<file path="src/rtl/lipsi_io_port_if.sv">
// Register bus between the Lipsi core and lipsi_io_port.
//   bus_addr  : register address
//   bus_wr    : one-cycle write strobe
//   bus_rd    : one-cycle read strobe
//   bus_wdata : write data
//   bus_rdata : read data, valid while bus_ack=1, 0 otherwise
//   bus_ack   : one-cycle acknowledge for every accepted access
// master = processor side, slave = I/O port side.
interface lipsi_io_port_if #(
  parameter int W  = 8,
  parameter int AW = 4
);
  logic [AW-1:0] bus_addr;
  logic          bus_wr;
  logic          bus_rd;
  logic [W-1:0]  bus_wdata;
  logic [W-1:0]  bus_rdata;
  logic          bus_ack;

  modport master (output bus_addr, bus_wr, bus_rd, bus_wdata,
                  input  bus_rdata, bus_ack);
  modport slave  (input  bus_addr, bus_wr, bus_rd, bus_wdata,
                  output bus_rdata, bus_ack);
endinterface

</file>
<file path="src/rtl/lipsi_io_port.sv">
// Multi-channel I/O port for the Lipsi processor.
//   CH input channels of W bits (two-flop synchronised, sticky change flags)
//   and CH registered output channels, reached through one register bus.
// Address map: 0..CH-1 channel data, CH status (read clears flags),
//   CH+1 irq mask (only with LIPSI_IO_IRQ_EN), everything else reads 0.
// Ports:
//   clk, reset_n : clock, asynchronous active-low reset
//   bus          : lipsi_io_port_if slave (addr/wr/rd/wdata/rdata/ack)
//   io_in        : CH*W pin inputs, channel k at [k*W +: W], async to clk
//   io_out       : CH*W registered pin outputs, same packing
//   irq          : registered interrupt, only with LIPSI_IO_IRQ_EN
// Optional feature macro: LIPSI_IO_IRQ_EN (mask register + irq port).
// Timing: strobe sampled at edge n -> writes land at edge n, data/status are
// captured and flags cleared at edge n+1 where bus_ack rises.
module lipsi_io_port #(
  parameter int W  = 8,
  parameter int CH = 4,
  parameter int AW = 4
) (
  input  logic              clk,
  input  logic              reset_n,
  lipsi_io_port_if.slave    bus,
  input  logic [CH*W-1:0]   io_in,
`ifdef LIPSI_IO_IRQ_EN
  output logic              irq,
`endif
  output logic [CH*W-1:0]   io_out
);

  logic [CH-1:0][W-1:0] s1, s2, p, out_r;
  logic [CH-1:0]        chg, flags;
  logic                 acc_q, rd_q;
  logic [AW-1:0]        addr_q;
  logic [W-1:0]         rdata_nxt;
  logic                 stat_rd;

  assign io_out = out_r;

  for (genvar k = 0; k < CH; k++) begin : g_chg
    assign chg[k] = (s2[k] != p[k]);
  end

`ifdef LIPSI_IO_IRQ_EN
  logic [CH-1:0] mask;
`endif

  // Status read consumes the flags on the ack edge.
  assign stat_rd = rd_q && (addr_q == AW'(CH));

  always_comb begin
    rdata_nxt = '0;
    if (rd_q) begin
      for (int k = 0; k < CH; k++)
        if (addr_q == AW'(k)) rdata_nxt = s2[k];
      if (addr_q == AW'(CH)) rdata_nxt = W'(flags);
`ifdef LIPSI_IO_IRQ_EN
      if (addr_q == AW'(CH + 1)) rdata_nxt = W'(mask);
`endif
    end
  end

  always_ff @(posedge clk or negedge reset_n) begin
    if (!reset_n) begin
      s1            <= '0;
      s2            <= '0;
      p             <= '0;
      out_r         <= '0;
      flags         <= '0;
      acc_q         <= 1'b0;
      rd_q          <= 1'b0;
      addr_q        <= '0;
      bus.bus_ack   <= 1'b0;
      bus.bus_rdata <= '0;
`ifdef LIPSI_IO_IRQ_EN
      mask          <= '0;
      irq           <= 1'b0;
`endif
    end else begin
      s1 <= io_in;
      s2 <= s1;
      p  <= s2;

      // Set wins over a same-cycle clear.
      flags <= stat_rd ? chg : (flags | chg);

      if (bus.bus_wr) begin
        for (int k = 0; k < CH; k++)
          if (bus.bus_addr == AW'(k)) out_r[k] <= bus.bus_wdata;
`ifdef LIPSI_IO_IRQ_EN
        if (bus.bus_addr == AW'(CH + 1)) mask <= bus.bus_wdata[CH-1:0];
`endif
      end

      // A read issued together with a write is dropped, not the write.
      acc_q  <= bus.bus_wr | bus.bus_rd;
      rd_q   <= bus.bus_rd & ~bus.bus_wr;
      addr_q <= bus.bus_addr;

      bus.bus_ack   <= acc_q;
      bus.bus_rdata <= rdata_nxt;
`ifdef LIPSI_IO_IRQ_EN
      irq <= |(flags & mask);
`endif
    end
  end

endmodule

</file>
<file path="src/flat_wrapper.sv">
// flat-port wrapper written by rule: the top's interface ports become plain ports
module lipsi_io_port_flat 
#(
  parameter int W  = 8,
  parameter int CH = 4,
  parameter int AW = 4
)
  (clk, reset_n, io_in, io_out, bus_bus_addr, bus_bus_wr, bus_bus_rd, bus_bus_wdata, bus_bus_rdata, bus_bus_ack);
  lipsi_io_port_if #(.W(W), .AW(AW)) bus_i ();
  input  logic clk;
  input  logic reset_n;
  input  logic [CH*W-1:0] io_in;
  output logic [CH*W-1:0] io_out;
  input wire logic [$bits(bus_i.bus_addr)-1:0] bus_bus_addr;
  input wire logic [$bits(bus_i.bus_wr)-1:0] bus_bus_wr;
  input wire logic [$bits(bus_i.bus_rd)-1:0] bus_bus_rd;
  input wire logic [$bits(bus_i.bus_wdata)-1:0] bus_bus_wdata;
  output wire logic [$bits(bus_i.bus_rdata)-1:0] bus_bus_rdata;
  output wire logic [$bits(bus_i.bus_ack)-1:0] bus_bus_ack;
  assign bus_i.bus_addr = bus_bus_addr;
  assign bus_i.bus_wr = bus_bus_wr;
  assign bus_i.bus_rd = bus_bus_rd;
  assign bus_i.bus_wdata = bus_bus_wdata;
  assign bus_bus_rdata = bus_i.bus_rdata;
  assign bus_bus_ack = bus_i.bus_ack;
  lipsi_io_port #(.W(W), .CH(CH), .AW(AW)) u_core (.clk(clk), .reset_n(reset_n), .bus(bus_i), .io_in(io_in), .io_out(io_out));
endmodule
</file>
<file path="config.mk">
export PLATFORM = sky130hd
export DESIGN_NAME = lipsi_io_port_flat
export DESIGN_NICKNAME = d
export VERILOG_FILES = /design/src/rtl/lipsi_io_port_if.sv /design/src/rtl/lipsi_io_port.sv /design/src/flat_wrapper.sv
export SDC_FILE = /design/constraint.sdc
export NUM_CORES = 1
export LEC_CHECK = 0
export CAP_MARGIN = 40
export CORE_MARGIN = 5
export CORE_UTILIZATION = 40
export DETAILED_ROUTE_END_ITERATION = 10
export PLACE_DENSITY = 0.68
export SLEW_MARGIN = 5
export SYNTH_ARGS = -nofsm -noshare
export SYNTH_HDL_FRONTEND = slang
export SYNTH_SLANG_ARGS = --single-unit
</file>
<file path="constraint.sdc">
create_clock -name clk -period 4.9 [get_ports clk]
set_clock_uncertainty 0.2 [all_clocks]
set_input_delay 0.735 -clock clk [delete_from_list [all_inputs] [get_ports clk]]
set_output_delay 0.735 -clock clk [all_outputs]
set_load 0.005 [all_outputs]
</file>
==> results_dict.tcl, run 1 <==
set metrics [dict create \
    synth_edf_count 0 \
    post_route_clock_period_utilization_pct 46.7 \
    netlist_area_um2 4830 \
    path_cells "clkdlybuf4s50_1, nor2_1, nand2_1, nor3b_4, mux2_2" \
    dr.max_layer_used "met4" \
    synth_top_cell_area_share_pct 76.2 \
    hold_path.startpoint "u_core.s1[14]$_DFF_PN0_" \
    setup_ws_post_layout_ns 2.61 \
    synth.ff_latch_count 147 \
    worst_hold_path_type "reg -> reg" \
    cts.htree.levels 4 \
    route.met3.wl_um 995 \
    routed_via_count 2621 \
    top_flip_flop_cell_by_instance_count_after_synthesis "sky130_fd_sc_hd__dfrtp_1" \
    power_density_normalized_to_cell_area_nw_per_um2 447 \
    fin_setup_tns_ns 0 \
    number_of_global_route_vias_before_repair 2980 \
    first_pass_grt_wire_length_um 15500 \
    grt_setup_unrepaired "no" \
    synth_top_family_by_area "multiplexers" \
    io_buffers 88 \
    drive_above_1_share_pct 16.6 \
    critical_path_source "bus_bus_addr[2]" \
    tritoncts "done" \
    grt_antenna_before_repair 0 \
    post_cts.repair.setup_buffers 0 \
    total_switching_power_uw 646 \
    route.antenna.remaining_nets 0 \
    postRouteWirelength_um 9070 \
    critical_path.max_fanout 8 \
    hold_viol 0 \
    synth.net_count 346 \
    drv_slew 0 \
    yosys-top-cells-count "sky130_fd_sc_hd__dfrtp_1, sky130_fd_sc_hd__xor2_1, sky130_fd_sc_hd__mux2_2" \
    wirelength_met1_um 3890 \
    antennaDiodeCount 0 \
    first_iter_violations 125 \
    syn_inst 298 \
    wl_per_cell_um 16.1 \
    yosys.cell_types.count 25 \
    top_post_synthesis_cells_by_area "sky130_fd_sc_hd__dfrtp_1, sky130_fd_sc_hd__mux2_2, sky130_fd_sc_hd__xor2_1" \
    seq_area_frac_synth_pct 76.2 \
    max_capacitance_violation_total 0 \
    detail_route.vias_per_cell 4.66 \
    global_route.usage.total_pct 14.3 \
    preCtsSetupSlack_ns 2.17 \
    multiplexer_share_of_the_synthesized_area_pct 8.29 \
    nNetsFinal 451 \
    area.growth.synth_to_final_pct 34.2 \
    floorplan.core_area_um2 11900 \
    combPwrFrac_pct 10.7 \
    place_congestion 0.786 \
    die-area_um2 14400 \
    floorplan_die_width_um 120 \
    cp_slowest_cell "sky130_fd_sc_hd__clkdlybuf4s50_1" \
    synth-compound-area-share_pct 3.11 \
    worstReg2RegStart "u_core.addr_q[0]$_DFF_PN0_" \
    post_synth.cell_area_avg_um2 16.2 \
    cp_launch_type "primary input" \
    clock_power_share_pct 41.4 \
    gr-total-overflow 0 \
    timing.critical_path.arrival_ns 2.38 \
    status "finished clean" \
    dieHeight_um 120 \
    worst-r2r-cell-count 4 \
    num_rows 40 \
    worst_pin_slew_ns 0.705 \
    switching_share_pct 22.3 \
    async_reset_ff_share_pct 100 \
    synth_most_common_cell "sky130_fd_sc_hd__dfrtp_1" \
    drt_first_pass_iters 6 \
    crit_path_max_incr_delay_ns 0.45 \
    boundaryPins 89 \
    detailedPlacementHpwl_um 6360 \
    relSlewSlack_pct 53.0 \
    worst_hold_slack_ns 0.145 \
    max_freq_ghz 0.437 \
    period_minus_slack_ns 2.29 \
    timing_worst_setup_path_type "in -> reg" \
    synth_fa_ha_area_share_pct 0 \
    yosys.area_share.xor_xnor_pct 5.80 \
    required_ns 4.99 \
    synth_simple_gate_area_share_pct 5.75 \
    tritoncts.num_buffers 17 \
    yosys_warnings 0 \
    power.leakage_nw 2.82 \
    peakVddDrop_v 0.000270 \
    met2RoutedLength_um 4090 \
    power.sequential.fraction_pct 47.9 \
    cell_internal_pwr_mw 2.25 \
    clock_path_buffers 2 \
    pin_count_of_the_biggest_net_entering_global_routing 91 \
    initial_core_util_pct 40.5 \
    path_clk_slew_ns 0.06 \
    insertion_delay_ns 0.41 \
    hold-path-cell-count 0 \
    setup_viol 0 \
    clock_sinks 147 \
    ctsRootBufferMaster "sky130_fd_sc_hd__clkbuf_16" \
    kind_of_capture_point_of_the_worst_setup_path "register" \
    drt_drc_violations_left 0 \
    synth.largest_area_cell "sky130_fd_sc_hd__dfrtp_1" \
]
==> power groups by stage <==
stage / registers (mW) / logic (mW) / clock network (mW)
global placement: 1.40 / 0.306 / 0
finish: 1.39 / 0.311 / 1.20
floorplan: 1.39 / 0.0917 / 0
detailed placement: 1.40 / 0.314 / 0
global route: 1.40 / 0.342 / 1.30
CTS: 1.39 / 0.318 / 1.24
==> cell families (layout without fill, tap and decap cells) <==
group / Yosys count / in the layout
multiplexers: 36 / 36
AO/OA/AOI/OAI: 24 / 24
XOR/XNOR: 32 / 32
AND/OR/NAND/NOR: 49 / 49
buffers and inverters: 10 / 128
flip-flops: 147 / 147
==> cells in the final DEF, fill, tap and decap left out, drive strengths merged <==
cell,instances
nand3,8
nor3,1
a211oi,4
or4b,1
mux2,32
dlygate4sd3,1
clkinvlp,3
nand4b,1
clkinv,7
nor4,8
nand4,1
or2,2
clkbuf,20
mux2i,4
nand2,14
nor3b,1
nor2,6
bufinv,1
dfrtp,147
and3,1
buf,3
inv,6
a31oi,4
xor2,32
a311oi,4
nor2b,5
o21ai,12
clkdlybuf4s50,87
==> registers in the layout, summed over array words and instances, names as in the netlist <==
name / cells
u_core.io_out: 32
u_core.bus.bus_rdata: 8
u_core.s2: 32
u_core.p: 32
u_core.s1: 32
u_core.addr_q: 4
u_core.acc_q: 1
u_core.flags: 4
u_core.bus.bus_ack: 1
u_core.rd_q: 1
==> repair_timing <==
action                                  in CTS  in global routing
gates resized for setup                      0                  0
hold buffers                                 1                  0
endpoints found under the setup margin       0                  0
endpoints found under the hold margin       23                  0
==> critical path: cells and delay by family <==
kind | cells | cell delay (ns)
and+or+nand+nor | 3 | 0.80
muxes | 1 | 0.39
buffers and inverters | 1 | 0.45
==> metrics by stage <==
step / area, um^2 / power, mW / utilization [%] / cells
after global routing: 6480 / 3.05 / 54.4 / 563
after detailed placement: 5910 / 1.72 / 49.6 / 530
after floorplan: 4830 / 1.49 / - / 298
after CTS: 6480 / 2.95 / 54.4 / 563
after global placement: 5880 / 1.71 / 49.4 / 529
final: 6480 / 2.90 / 54.4 / 563
==> worst paths after layout <==
check | slack, ns | endpoint
max | 2.61 | u_core.io_out[21]$_DFFE_PN0P_
min | 0.14 | u_core.s2[14]$_DFF_PN0_
max reg2reg | 2.69 | u_core.flags[3]$_DFF_PN0_
min reg2reg | 0.14 | u_core.s2[14]$_DFF_PN0_
max in group asynchronous | 2.82 | u_core.io_out[15]$_DFFE_PN0P_
min in group asynchronous | 0.54 | u_core.io_out[29]$_DFFE_PN0P_
==> final cells by class <==
| cell class | count | area (um^2) |
|---|---|---|
| clock buffer | 20 | 457 |
| clock inverter | 12 | 108 |
| fill | 966 | 5430 |
| inverter | 5 | 18.8 |
| multi-input combinational | 141 | 1110 |
| sequential | 147 | 3680 |
| tap | 147 | 184 |
| timing repair buffer | 91 | 927 |
==> routing by layer <==
metal / track usage (%) / up-vias
met5: 0 / -
met3: 8.86 / 8
met4: 5.37 / 0
li1: - / 1231
met1: 17.7 / 1298
met2: 20.4 / 84
No activity file was read; power rests on OpenSTA's default activity.
==> run 2: changes to the inputs <==
PLACE_DENSITY = 0.7   (was 0.68)
clock period = 1.9 ns   (was 4.9 ns; I/O delays follow)
==> results_dict.tcl, run 2 (same netlist as run 1, synthesis figures left out) <==
set metrics [dict create \
    worst_hold_path_type "in -> reg" \
    gr-total-overflow 0 \
    period_minus_slack_ns 1.80 \
    max_freq_ghz 0.555 \
    timing_worst_setup_path_type "reg -> out" \
    die-area_um2 14400 \
    cell_internal_pwr_mw 6.03 \
    path_clk_slew_ns 0.06 \
    setup_ws_post_layout_ns 0.0984 \
    worstReg2RegStart "u_core.addr_q[0]$_DFF_PN0_" \
    ctsRootBufferMaster "sky130_fd_sc_hd__clkbuf_16" \
    detail_route.vias_per_cell 4.72 \
    worst-r2r-cell-count 4 \
    num_rows 40 \
    postRouteWirelength_um 9640 \
    initial_core_util_pct 40.5 \
    grt_setup_unrepaired "no" \
    hold_path.startpoint "io_in[13]" \
    route.antenna.remaining_nets 0 \
    pin_count_of_the_biggest_net_entering_global_routing 51 \
    peakVddDrop_v 0.000785 \
    tritoncts.num_buffers 17 \
    clock_power_share_pct 43.2 \
    cts_hold_buffers 1 \
    clock_path_buffers 2 \
    place_congestion 0.763 \
    first_iter_violations 134 \
    timing.critical_path.arrival_ns 1.32 \
    dieHeight_um 120 \
    kind_of_capture_point_of_the_worst_setup_path "output pin" \
    required_ns 1.41 \
    hold_viol 0 \
    antennaDiodeCount 0 \
    grt_antenna_before_repair 0 \
    status "finished clean" \
    postLayoutCellArea_um2 6700 \
    max_capacitance_violation_total 0 \
    post_cts.resized_instances 0 \
    setup_viol 0 \
    r2r_setup_slack_ns 0.17 \
    clock_sinks 147 \
    crit_path_max_incr_delay_ns 0.53 \
    hold-path-cell-count 1 \
    cp_slowest_cell "sky130_fd_sc_hd__clkdlybuf4s50_1" \
    floorplan_die_width_um 120 \
    drt_drc_violations_left 0 \
    nNetsFinal 466 \
    combPwrFrac_pct 11.0 \
    insertion_delay_ns 0.41 \
    path_cells "clkdlybuf4s50_1" \
    routed_via_count 2730 \
    most_common_cell_after_layout_fill_and_taps_aside "sky130_fd_sc_hd__dfrtp_1" \
    cp.buffers_inverters 1 \
    hold_end "u_core.s1[13]$_DFF_PN0_" \
    fin_setup_tns_ns 0 \
    detailedPlacementHpwl_um 6750 \
    switching_share_pct 22.5 \
    first_pass_grt_wire_length_um 15900 \
    power_density_normalized_to_cell_area_nw_per_um2 1160 \
    cp_launch_type "register" \
    tritoncts "done" \
    kind_of_cell_adding_the_most_delay_to_the_critical_path "buffers and inverters" \
    global_route.usage.total_pct 14.6 \
    drt_first_pass_iters 4 \
    power.sequential.fraction_pct 45.8 \
    area.growth.synth_to_final_pct 38.8 \
    cts.htree.levels 4 \
    boundaryPins 89 \
    wl_per_cell_um 16.7 \
    reg2reg_to "u_core.flags[1]$_DFF_PN0_" \
    total_switching_power_mw 1.75 \
    io_buffers 88 \
    layout.cells.most_common_list "sky130_fd_sc_hd__dfrtp_1, sky130_fd_sc_hd__clkdlybuf4s50_1, sky130_fd_sc_hd__xor2_1" \
    post_route_clock_period_utilization_pct 94.8 \
    drv_slew 0 \
    drive_above_1_share_pct 19.7 \
    relSlewSlack_pct 68.4 \
    detailed_place.area_um2 6090 \
    worst_pin_slew_ns 0.474 \
    power.leakage_nw 2.93 \
    floorplan.core_area_um2 11900 \
    preCtsSetupSlack_ns -0.169 \
    number_of_global_route_vias_before_repair 3020 \
    critical_path.max_fanout 2 \
    post_cts.repair.setup_buffers 0 \
]
==> run 2: layout make-up <==
class	instances	area [um^2]
repair buffers	106	1110
well taps	147	184
multi-input cells	141	1110
clock buffers	17	425
flip-flops and latches	147	3680
inverters	5	18.8
fillers	954	5210
clock inverters	15	180
==> run 2: power by group through the flow <==
stage | registers, mW | logic [mW] | clock network (mW)
after floorplan | 3.60 | 0.237 | 0
after global placement | 3.60 | 0.843 | 0
after detailed placement | 3.61 | 0.859 | 0
after CTS | 3.57 | 0.871 | 3.43
after global routing | 3.60 | 0.929 | 3.60
final | 3.57 | 0.854 | 3.36
==> run 2: worst max-delay path by stage <==
| stage | startpoint | end | slack, ns | depth (start not counted) |
|---|---|---|---|---|
| 2_1_floorplan | u_core.addr_q[0]$_DFF_PN0_ | u_core.flags[0]$_DFF_PN0_ | 0.17 | 5 |
| 3_3_place_gp | bus_bus_addr[3] | u_core.io_out[20]$_DFFE_PN0P_ | -0.12 | 6 |
| 3_5_place_dp | bus_bus_addr[3] | u_core.io_out[17]$_DFFE_PN0P_ | -0.17 | 6 |
| 4_1_cts | u_core.io_out[17]$_DFFE_PN0P_ | io_out[17] | 0.07 | 1 |
| 5_1_grt | u_core.io_out[17]$_DFFE_PN0P_ | io_out[17] | 0.04 | 1 |
| 6_report | u_core.io_out[17]$_DFFE_PN0P_ | io_out[17] | 0.1 | 1 |
==> run 2: routing by layer <==
layer	global-route usage [%]	vias to the layer above	share of wire (%)
li1	-	1257	-
met5	0	-	0
met4	5.37	0	1.2
met2	21.0	87	46
met1	18.2	1371	42
met3	8.67	15	11
==> run 2: worst reg2reg max path: cells and delay by family, from the launching register on <==
kind | cells | cell delay (ns)
flops | 1 | 0.38
simple gates | 4 | 1.02
==> run 2: stage by stage <==
| stage | power, mW | instances | utilization [%] | hold WS (ns) |
|---|---|---|---|---|
| global route | 8.12 | 578 | 56.3 | 0.0837 |
| global placement | 4.44 | 545 | 51.1 | 0.0445 |
| CTS | 7.87 | 578 | 56.3 | 0.0949 |
| floorplan | 3.83 | 298 | - | -0.211 |
| detailed placement | 4.47 | 545 | 51.1 | 0.0586 |
| finish | 7.78 | 578 | 56.3 | 0.110 |
==> patch 1: new RTL, settings of run 2 <==
Make the reset (`reset_n`) synchronous in one clocked block. Comments in the files are not updated.
--- a/src/rtl/lipsi_io_port.sv
+++ b/src/rtl/lipsi_io_port.sv
@@ -61,3 +61,3 @@
 
-  always_ff @(posedge clk or negedge reset_n) begin
+  always_ff @(posedge clk) begin
     if (!reset_n) begin
Formal check against the unedited RTL: differs if reset_n is asserted again (counterexample within 4 cycles, from zero or initial values and one cycle with reset_n low); with reset_n held inactive, the same outputs for 10 cycles.
==> patch 1 against run 2 <==
Synthesized area up 3.2%; sequential share of layout area down 11 points; register-to-register slack worse by 40 ps; global-route usage down 1.3 points; worst setup slack better by 32 ps; final area up 0.17%; synthesized cell count up 49%; sequential cell count unchanged; wire length down 3.0%; critical endpoint is now u_core.flags[3].
Power is not compared: it rests on default switching activity, and its combinational part moved more than twofold at a synthesized area within 25%.
==> patch 1: results (changes against run 2) <==
worst_hold_path:
  hp-start: "reset_n"  # was io_in[13]
  worstHoldPathCells: 4  # was 1
sta:
  tightestPinTransition_ps: 333  # was 474 ps
  whs_ps: 191  # was 110 ps
  max_freq_ghz: 0.565  # was 0.555 GHz
synth:
  seq_area_frac_synth_pct: 59.0  # was 76.2%
  postSynthAreaPerCell_um2: 11.2  # was 16.2 um^2
  synthArstFlopShare_pct: 0  # was 100%
  synth.area.top_cells: "dfxtp_1 59%, and2_1 13%, mux2i_1 8.0%"  # was dfrtp_1 76%, mux2_2 7.2%, xor2_1 5.8%
grt:
  grt_pass1_wl_um: 15600  # was 15900 um
  use_met2_pct: 20.7  # was 21.0%
  grtUsageMet1_pct: 17.1  # was 18.2%
  grt_max_degree: 93  # was 51
  first_global_vias: 3146  # was 3020
place:
  gp_congestion: 0.839  # was 0.763
  dpl.hpwl_um: 6850  # was 6750 um
  dp_cells: 696  # was 545
final_layout:
  layout-drive-gt1-share_pct: 9.64  # was 19.7%
  multiInputGateArea_mm2: 0.00196  # was 0.00111 mm^2
  fill_cells: 1068  # was 954
  fin_nets: 595  # was 466
routing:
  wl_met2_um: 4380  # was 4420 um
  vias: 3235  # was 2730
  met3WireLength_um: 536  # was 1030 um
  avgRoutedWirePerCell_um: 12.8  # was 16.7 um
  routedLengthMet1_um: 4310  # was 4070 um
  viasPerCell: 4.44  # was 4.72
  drt_iter0_markers: 178  # was 134
worst_setup_path:
  r2r_setup_slack_ps: 130  # was 170 ps
  r2r-start: "u_core.addr_q[2]"  # was u_core.addr_q[0]
  slowest_stage: "or3b_4"  # was clkdlybuf4s50_1
  r2r_end: "u_core.flags[3]"  # was u_core.flags[1]
  max_stage_delay_ps: 460  # was 530 ps
  cpLargestDelayFamily: "simple AND/OR/NAND/NOR gates"  # was buffers and inverters
  crit_fanout: 4  # was 2
power_and_ir_drop:
  total_power_mw: 6.84
outcome:
  status: "finished clean"  # unchanged
-- patch 1: changes by cell type in the layout (fill, tap and decap cells not counted), sizes merged, moves of 8 or more --
| cell | delta |
|---|---|
| xnor2 | +16 |
| nor2b | +27 |
| mux2 | -32 |
| and2 | +106 |
| mux2i | +36 |
| xor2 | -16 |
| nand2 | -9 |
| nand3 | -8 |
| dfrtp | -147 |
| dfxtp | +147 |
-- patch 1: worst max path at each step --
stage	startpoint	end	depth (start not counted)
global route	u_core.addr_q[1]	u_core.flags[1]	4
finish	u_core.addr_q[2]	u_core.flags[3]	4
CTS	u_core.io_out[8]	io_out[8]	1
floorplan	u_core.addr_q[2]	u_core.flags[1]	4
detailed placement	bus_bus_addr[3]	u_core.io_out[3]	7
global placement	bus_bus_addr[3]	u_core.io_out[7]	7
-- patch 1: worst register-to-register path: cells and delay by family, from the launching register on --
kind	cells	cell delay (ps)
compound gates	2	250
flops	1	330
simple gates	2	870
-- patch 1: final cells by class --
| type | instances | share of cell area, % |
|---|---|---|
| flip-flops and latches | 147 | 43.8 |
| multi-input cells | 274 | 29.1 |
| repair buffers | 105 | 15.1 |
| clock buffers | 17 | 6.34 |
| well taps | 168 | 3.13 |
| clock inverters | 15 | 2.31 |
| inverters | 2 | 0.112 |
-- patch 1: logic make-up after synthesis --
| kind of cell | after synthesis | synth area share [%] |
|---|---|---|
| AND/OR/NAND/NOR | 173 | 21.4 |
| flip-flops | 147 | 59.0 |
| multiplexers | 41 | 8.48 |
| XOR/XNOR | 32 | 5.62 |
| AO/OA/AOI/OAI | 28 | 3.59 |
| buffers and inverters | 23 | 1.83 |
==> patch 2: new RTL, config.mk and constraints of run 2 <==
Without the edit above. `W` is set to 8 in 3 places; all go to 12.
--- a/src/rtl/lipsi_io_port_if.sv
+++ b/src/rtl/lipsi_io_port_if.sv
@@ -9,3 +9,3 @@
 interface lipsi_io_port_if #(
-  parameter int W  = 8,
+  parameter int W  = 12,
   parameter int AW = 4
--- a/src/rtl/lipsi_io_port.sv
+++ b/src/rtl/lipsi_io_port.sv
@@ -15,3 +15,3 @@
 module lipsi_io_port #(
-  parameter int W  = 8,
+  parameter int W  = 12,
   parameter int CH = 4,
--- a/src/flat_wrapper.sv
+++ b/src/flat_wrapper.sv
@@ -3,3 +3,3 @@
 #(
-  parameter int W  = 8,
+  parameter int W  = 12,
   parameter int CH = 4,
Interface: changed (resized bus_bus_rdata, bus_bus_wdata, io_in and io_out); port bits go from 89 to 129. The function was not compared with the original's and may differ.
==> patch 2 against run 2 <==
Worst setup slack worse by 52 ps; die area is 42% higher; first-iteration DRC count is 16% higher; largest cell class unchanged; final area is 45% higher; global-route usage is 0.36 points higher; critical endpoint is now bus_bus_rdata[10]; cell count is 42% higher; sequential power is 46% higher; sequential cell count is 68 higher; critical path depth stayed put; sequential share of layout area is 0.57 points higher; wire length is 51% higher; total power is 44% higher; synthesized area is 46% higher; via count is 42% higher.
==> patch 2: results (changes against run 2) <==
clock_network:
  cts_buffers: 23  # was 17
  htreeDepth: 1  # was 4
  cts.path.max_buffers: 3  # was 2
routing:
  vias: 3871  # was 2730
  drt_iter0_markers: 156  # was 134
  avgRoutedWirePerCell_um: 17.7  # was 16.7 um
  routedLengthMet1_um: 6130  # was 4070 um
  met3WireLength_um: 1480  # was 1030 um
final_layout:
  fill_cells: 1363  # was 954
  layout-drive-gt1-share_pct: 21.3  # was 19.7%
  instances_no_fill: 821  # was 578
synth:
  synthDistinctLibCells: 32  # was 25
  ys_top_cells_by_count: "215 x dfrtp_1, 62 x mux2_2, 48 x xor2_1"  # was 147 x dfrtp_1, 32 x xor2_1, 31 x mux2_2
  postSynthAreaPerCell_um2: 17.1  # was 16.2 um^2
  syn_nets: 482  # was 346
  synth.area.top_cells: "dfrtp_1 76%, mux2_2 9.9%, xor2_1 6.0%"  # was dfrtp_1 76%, mux2_2 7.2%, xor2_1 5.8%
place:
  gp_congestion: 0.802  # was 0.763
  dpl.hpwl_um: 10200  # was 6750 um
outcome:
  status: "finished clean"  # unchanged
grt:
  first_global_vias: 4474  # was 3020
  grt_usage_pct: 14.9  # was 14.6%
worst_setup_path:
  crit_fanout: 1  # was 2
  max_stage_delay_ps: 510  # was 530 ps
sta:
  slew_headroom_pct: 68.5  # was 68.4%
power_and_ir_drop:
  ir_drop_mv: 0.889  # was 0.785 mV
  swShare_pct: 21.3  # was 22.5%
  p_leak_nw: 4.45  # was 2.93 nW
-- patch 2: cell count changes in the layout (fill, tap and decap cells not counted), moves of 7 or more --
cell and change:
dfrtp_1 +68, mux2_2 +31, dlymetal6s2s_1 +21, xor2_1 +16
clkdlybuf4s50_1 +14, nand2_1 -14, nand3_1 -8, o21ai_0 -8
o22ai_1 +8, clkbuf_8 +7
-- patch 2: what timing repair did --
action,CTS,global route
resized for setup,5,21
hold endpoints to repair,202,1
setup endpoints to repair,5,23
hold buffers,6,1
-- patch 2: per-stage QoR --
stage / util [%] / setup TNS, ps / instance area (um^2)
6_report: 56.1 / 0 / 9700
3_5_place_dp: 50.7 / -14410 / 8760
2_1_floorplan: - / 0 / 7070
5_1_grt: 56.1 / -28.2 / 9700
3_3_place_gp: 50.7 / -13220 / 8760
4_1_cts: 55.7 / 0 / 9640
-- patch 2: power by group through the flow --
stage | sequential (mW) | combinational, mW | clock [mW]
2_1_floorplan | 5.27 | 0.368 | 0
3_3_place_gp | 5.29 | 1.25 | 0
3_5_place_dp | 5.30 | 1.27 | 0
4_1_cts | 5.23 | 1.29 | 4.86
5_1_grt | 5.27 | 1.35 | 5.07
6_report | 5.22 | 1.23 | 4.72
-- patch 2: per-layer routing --
layer | track usage, % | up-vias
met3 | 6.90 | 24
met4 | 3.70 | 0
met2 | 22.5 | 127
li1 | - | 1757
met5 | 0 | -
met1 | 19.9 | 1963
-- patch 2: cell type report --
| class | count | share of cell area, % |
|---|---|---|
| Inverter | 1 | 0.0387 |
| Clock buffer | 35 | 7.02 |
| Clock inverter | 7 | 1.47 |
| Timing Repair Buffer | 153 | 16.4 |
| Sequential cell | 215 | 55.5 |
| Multi-Input combinational cell | 185 | 16.8 |
| Tap cell | 225 | 2.90 |
-- patch 2: path summary, 6_finish.rpt --
kind / start / endpoint / slack (ps) / cells after the start
hold reg to reg: u_core.s1[34] / u_core.s2[34] / 140 / 0
max in group asynchronous: reset_n / u_core.io_out[23] / 750 / 3
setup reg to reg: u_core.addr_q[0] / u_core.flags[2] / 70 / 3
setup / recovery: u_core.bus.bus_rdata[10] / bus_bus_rdata[10] / 50 / 1
hold / removal: io_in[15] / u_core.s1[15] / 20 / 1
min in group asynchronous: reset_n / u_core.s1[41] / 110 / 2
-- patch 2: cells by family after synthesis --
logic type      synth area share [%]
compound gates                  2.41
xor+xnor                        5.95
buf+inv                        0.956
flops                           76.2
mux                             10.4
simple gates                    4.07
